`src/rtl/shift8_ser_tx.sv`:
```
// Parallel-to-serial transmitter: takes a word on a valid/ready load port and
// shifts it out one bit per enabled clock, LSB first by default.
// Optional feature macro: SHIFT8_TX_PARITY_EN appends an even-parity bit per frame.
module shift8_ser_tx #(
    parameter int unsigned WIDTH     = 8,
    parameter bit          MSB_FIRST = 1'b0
) (
    input  logic             clk,
    input  logic             reset_n,
    input  logic             load_valid,
    output logic             load_ready,
    input  logic [WIDTH-1:0] load_data,
    input  logic             sd_en,
    output logic             sd_out,
    output logic             sd_valid,
    output logic             sd_first,
    output logic             sd_last,
    output logic             busy
);

    localparam int unsigned CNT_W = 3;
    localparam logic [CNT_W-1:0] CNT_LAST = CNT_W'(WIDTH - 1);

`ifdef SHIFT8_TX_PARITY_EN
    typedef enum logic [1:0] {IDLE, SHIFT, PAR} state_e;
`else
    typedef enum logic [1:0] {IDLE, SHIFT} state_e;
`endif

    state_e             state_q, state_d;
    logic [WIDTH-1:0]   shreg_q, shreg_d;
    logic [CNT_W-1:0]   cnt_q,   cnt_d;
    logic               accept;
    logic               last_bit;
    logic [WIDTH-1:0]   shreg_adv;

`ifdef SHIFT8_TX_PARITY_EN
    logic               par_q, par_d;
`endif

    // Data bit currently on the wire and the register after one bit is consumed.
    assign last_bit  = (cnt_q == CNT_LAST);
    assign shreg_adv = MSB_FIRST ? {shreg_q[WIDTH-2:0], 1'b0}
                                 : {1'b0, shreg_q[WIDTH-1:1]};

    // Ready while idle, or on the enabled last data bit when no parity cycle follows.
`ifdef SHIFT8_TX_PARITY_EN
    assign load_ready = (state_q == IDLE);
`else
    assign load_ready = (state_q == IDLE) |
                        ((state_q == SHIFT) & sd_en & last_bit);
`endif
    assign accept = load_valid & load_ready;

    // State, shift register and bit counter.
    always_ff @(posedge clk or negedge reset_n) begin
        if (!reset_n) begin
            state_q <= IDLE;
            shreg_q <= '0;
            cnt_q   <= '0;
`ifdef SHIFT8_TX_PARITY_EN
            par_q   <= 1'b0;
`endif
        end else begin
            state_q <= state_d;
            shreg_q <= shreg_d;
            cnt_q   <= cnt_d;
`ifdef SHIFT8_TX_PARITY_EN
            par_q   <= par_d;
`endif
        end
    end

    // Next-state logic: load, shift on enable, wrap or finish at the last bit.
    always_comb begin
        state_d = state_q;
        shreg_d = shreg_q;
        cnt_d   = cnt_q;
`ifdef SHIFT8_TX_PARITY_EN
        par_d   = par_q;
`endif
        case (state_q)
            IDLE: begin
                if (accept) begin
                    shreg_d = load_data;
                    cnt_d   = '0;
`ifdef SHIFT8_TX_PARITY_EN
                    par_d   = ^load_data;
`endif
                    state_d = SHIFT;
                end
            end
            SHIFT: begin
                if (sd_en) begin
                    if (last_bit) begin
                        cnt_d = '0;
`ifdef SHIFT8_TX_PARITY_EN
                        state_d = PAR;
`else
                        if (accept) begin
                            shreg_d = load_data;
                            state_d = SHIFT;
                        end else begin
                            shreg_d = '0;
                            state_d = IDLE;
                        end
`endif
                    end else begin
                        shreg_d = shreg_adv;
                        cnt_d   = cnt_q + CNT_W'(1);
                    end
                end
            end
`ifdef SHIFT8_TX_PARITY_EN
            PAR: begin
                if (sd_en) begin
                    shreg_d = '0;
                    state_d = IDLE;
                end
            end
`endif
            default: begin
                state_d = IDLE;
                shreg_d = '0;
                cnt_d   = '0;
            end
        endcase
    end

    // Output decode from registered state only.
    always_comb begin
        sd_out   = 1'b0;
        sd_valid = 1'b0;
        sd_first = 1'b0;
        sd_last  = 1'b0;
        busy     = 1'b0;
        case (state_q)
            SHIFT: begin
                sd_out   = MSB_FIRST ? shreg_q[WIDTH-1] : shreg_q[0];
                sd_valid = 1'b1;
                sd_first = (cnt_q == '0);
`ifndef SHIFT8_TX_PARITY_EN
                sd_last  = last_bit;
`endif
                busy     = 1'b1;
            end
`ifdef SHIFT8_TX_PARITY_EN
            PAR: begin
                sd_out   = par_q;
                sd_valid = 1'b1;
                sd_last  = 1'b1;
                busy     = 1'b1;
            end
`endif
            default: ;
        endcase
    end

endmodule

```
`config.mk`:
```
export PLATFORM = sky130hd
export DESIGN_NAME = shift8_ser_tx
export DESIGN_NICKNAME = d
export VERILOG_FILES = /design/src/rtl/shift8_ser_tx.sv
export SDC_FILE = /design/constraint.sdc
export NUM_CORES = 1
export LEC_CHECK = 0
export CAP_MARGIN = 30
export CORE_ASPECT_RATIO = 1.2
export CORE_MARGIN = 5
export CORE_UTILIZATION = 25
export DETAILED_ROUTE_END_ITERATION = 6
export SETUP_SLACK_MARGIN = 0.15
export SYNTH_ARGS = -nofsm -noshare
export SYNTH_HDL_FRONTEND = slang
export SYNTH_SLANG_ARGS = --single-unit
```
`constraint.sdc`:
```
create_clock -name clk -period 1.5 [get_ports clk]
set_input_delay 0.3 -clock clk [delete_from_list [all_inputs] [get_ports clk]]
set_output_delay 0.3 -clock clk [all_outputs]
set_load 0.05 [all_outputs]
```
==> key figures <==
Outcome
  • Status: complete, but fails checks
  • Failing checks: negative setup slack

Floorplanning
  • Vert. Die Dim: roughly 65 µm
  • Top-level port count: 18
  • DIE WIDTH: roughly 56 µm
  • Area of the core: approximately 2500 µm²
  • # rows: 20
  • Die Area: 3610 µm²
  • Initial Util: 0.253

Route
  • Routed WL per cell: roughly 13 µm
  • DRC violations left: 0
  • WL final: approximately 1.5 mm
  • Via density: approximately 4.5
  • DRT antenna net count: 0
  • Initial detailed-routing violation count: 10
  • DRT Pass-1 Iters: 5
  • Detailed-route via count: approximately 530

Job
  • Total of max-cap violations: 0

Min path
  • Hold Crit Class: primary input to async pin

Worst setup path
  • Startpoint Class: flop
  • Crit path max-delay cell type: dfrtp_1
  • Crit-path cells: ha_2, ha_4, a21boi_4, inv_2, buf_12
  • CP max stage delay: 0.39 ns
  • Crit path arrival time: 1.38 ns
  • Worst-path fanout max: 3
  • Worst Setup End Kind: output port
  • Required time of the worst setup path: approximately 1.2 ns
  • WS Path Type: flop to output port

Global route
  • First-pass GRT wire length: 2.53 mm
  • Vias in the first global route: 573
  • Number of antenna violations at the first check in global routing: 0
  • Total congestion overflow: 0
  • Largest net degree at the start of global routing: 13
  • Total GRT Usage: 0.0919

STA
  • Setup TNS: -1.17 ns
  • Fin. Hold Viols: 0
  • Final setup vio count: 10
  • Worst hold slack: 0.331 ns
  • Slew @ Worst Pin: ~0.28 ns
  • Min Tclk post-route: about 1.7 ns
  • RSZ-0062 raised after global routing: yes
  • Worst setup margin: -0.180 ns
  • Fmax: 0.595 GHz
  • Max_slew headroom: 0.811
  • Pins Over Slew Limit: 0
  • Period utilization: 1.12
  • Clock skew: about 0.0060 ns

Logic synthesis
  • Top cells by area, synth: dfrtp_1, a221o_1, and3_1
  • Seq/Total Area, Yosys: 0.479
  • Seq cells post-synth: 12
  • Top FF cell, synth: dfrtp_1
  • Syn avg cell area: approximately 12 µm²
  • Mapped Nets: around 70
  • Top-count cell post-synth: dfrtp_1
  • Async SR Flop Fraction: 1.00
  • Synth warn: 0
  • Post-synth top area cell: dfrtp_1
  • Post-synth EDFFs: 0
  • Mapped cell area: 627 µm²
  • Synth Instances: 54
  • Leading cell types by count after synthesis: dfrtp_1, a221o_1, and3_1
  • Netlist cell types: 20
  • Yosys top cell area share: 0.479

Clocking
  • Root Buffer: clkbuf_4
  • Clock buffer depth: 2
  • Clock Pin Slew Worst Setup and Hold Paths: roughly 0.080 ns
  • Number of CTS-inserted buffers: 3
  • TritonCTS clock tree: yes
  • H-tree depth: 1
  • Worst skew pair latency: 0.28 ns
  • CTS sink cnt: 12

Power
  • LEAKAGE: 0.501 nW
  • Overall power: roughly 0.0015 W
  • Worst IR Drop VDD: 0.521 mV
  • Pwr/cell area: approximately 1500 nW/µm²

Placed design
  • Port Buffers: 17
  • DP Wirelength: between 1 and 1.5 mm
  • Routability cong.: ~0.66

Layout
  • Filler Cells Inserted: about 240
  • Nets: 99
  • Inserted Diodes: 0
  • Syn-to-layout area delta: 61.9%
  • Share of cells above drive strength 1: 0.398
==> power breakdown <==
part	total (W)	switching [W]	leakage (nW)	internal (W)
Clock	0.000213	0.000109	0.0150	0.000103
Combinational	0.000804	0.000371	0.332	0.000434
Sequential	0.000517	0.0000801	0.154	0.000437
==> flip-flops by register name, indices dropped and copies added, names as in the netlist <==
signal,cells
state_q,1
shreg_q,8
cnt_q,3
==> cell type report <==
type | count | area, µm² | area share
clock buffer | 4 | 26.3 | 0.0259
sequential | 12 | 302 | 0.297
tap | 33 | 41.3 | 0.0407
timing repair buffer | 28 | 315 | 0.311
inverter | 3 | 11.3 | 0.0111
multi-input combinational | 36 | 319 | 0.314
==> critical path, delay by kind of cell, from the launching register on <==
family | cells | cell delay, ns
adder cells (fa/ha/maj) | 2 | 0.37
AO/OA/AOI/OAI | 1 | 0.14
flip-flops | 1 | 0.39
buffers and inverters | 2 | 0.20
==> what timing repair did <==
item | 4_1_cts | 5_1_grt
hold buffers | 0 | 0
setup endpoints to repair | 15 | 17
pin swaps | 11 | 1
setup buffers | 4 | 1
gates resized for setup | 7 | 4
==> through the flow <==
step,util,std cells,setup slack [ns],instance area (µm²)
6_report,0.410,116,-0.180,1010
3_3_place_gp,0.371,107,-0.242,920
5_1_grt,0.410,116,-0.247,1010
2_1_floorplan,-,54,-0.0277,646
4_1_cts,0.402,115,-0.190,996
3_5_place_dp,0.371,107,-0.267,920
==> layer usage <==
layer | share of wire | track usage | vias up
li1 | - | - | 256
met1 | 0.42 | 0.0996 | 250
met2 | 0.50 | 0.155 | 17
met3 | 0.058 | 0.0299 | 4
met4 | 0.021 | 0.0547 | 0
met5 | 0 | 0 | -
==> placed cells by master, fill, tap and decap left out, drive strengths merged <==
cell           synthesis  layout
mux2i                  1       1
nand3                  1       1
a221o                  7       7
and3                   7       7
or2                    1       1
and2                   2       2
buf                    3      17
dfrtp                 12      12
mux2                   2       2
o21ai                  2       2
clkbuf                 0       4
clkdlybuf4s50          0      11
ha                     3       3
inv                    3       3
a22o                   2       2
nand2                  3       3
nor2                   2       2
nor2b                  2       2
a21boi                 1       1
==> cells by family (layout without fill, tap and decap cells) <==
logic type	count (synthesis)	count (layout)	synth area share
DFF	12	12	0.479
muxes	3	3	0.0579
buffers and inverters	6	35	0.0659
and+or+nand+nor	18	18	0.162
adders and majority gates	3	3	0.0599
AOI/OAI and AO/OA	12	12	0.176
==> path summary, 6_finish.rpt <==
path                       slack, ns  cells after the start          to        from
min in group clk                0.50                      1  shreg_q[7]  shreg_q[7]
min reg2reg                     0.50                      1  shreg_q[7]  shreg_q[7]
max in group asynchronous       1.00                      2  state_q[0]     reset_n
max reg2reg                    -0.12                      7  shreg_q[5]    cnt_q[0]
max                            -0.18                      5  load_ready    cnt_q[0]
min                             0.33                      2  shreg_q[4]     reset_n
(Power assumes the default switching activity.)
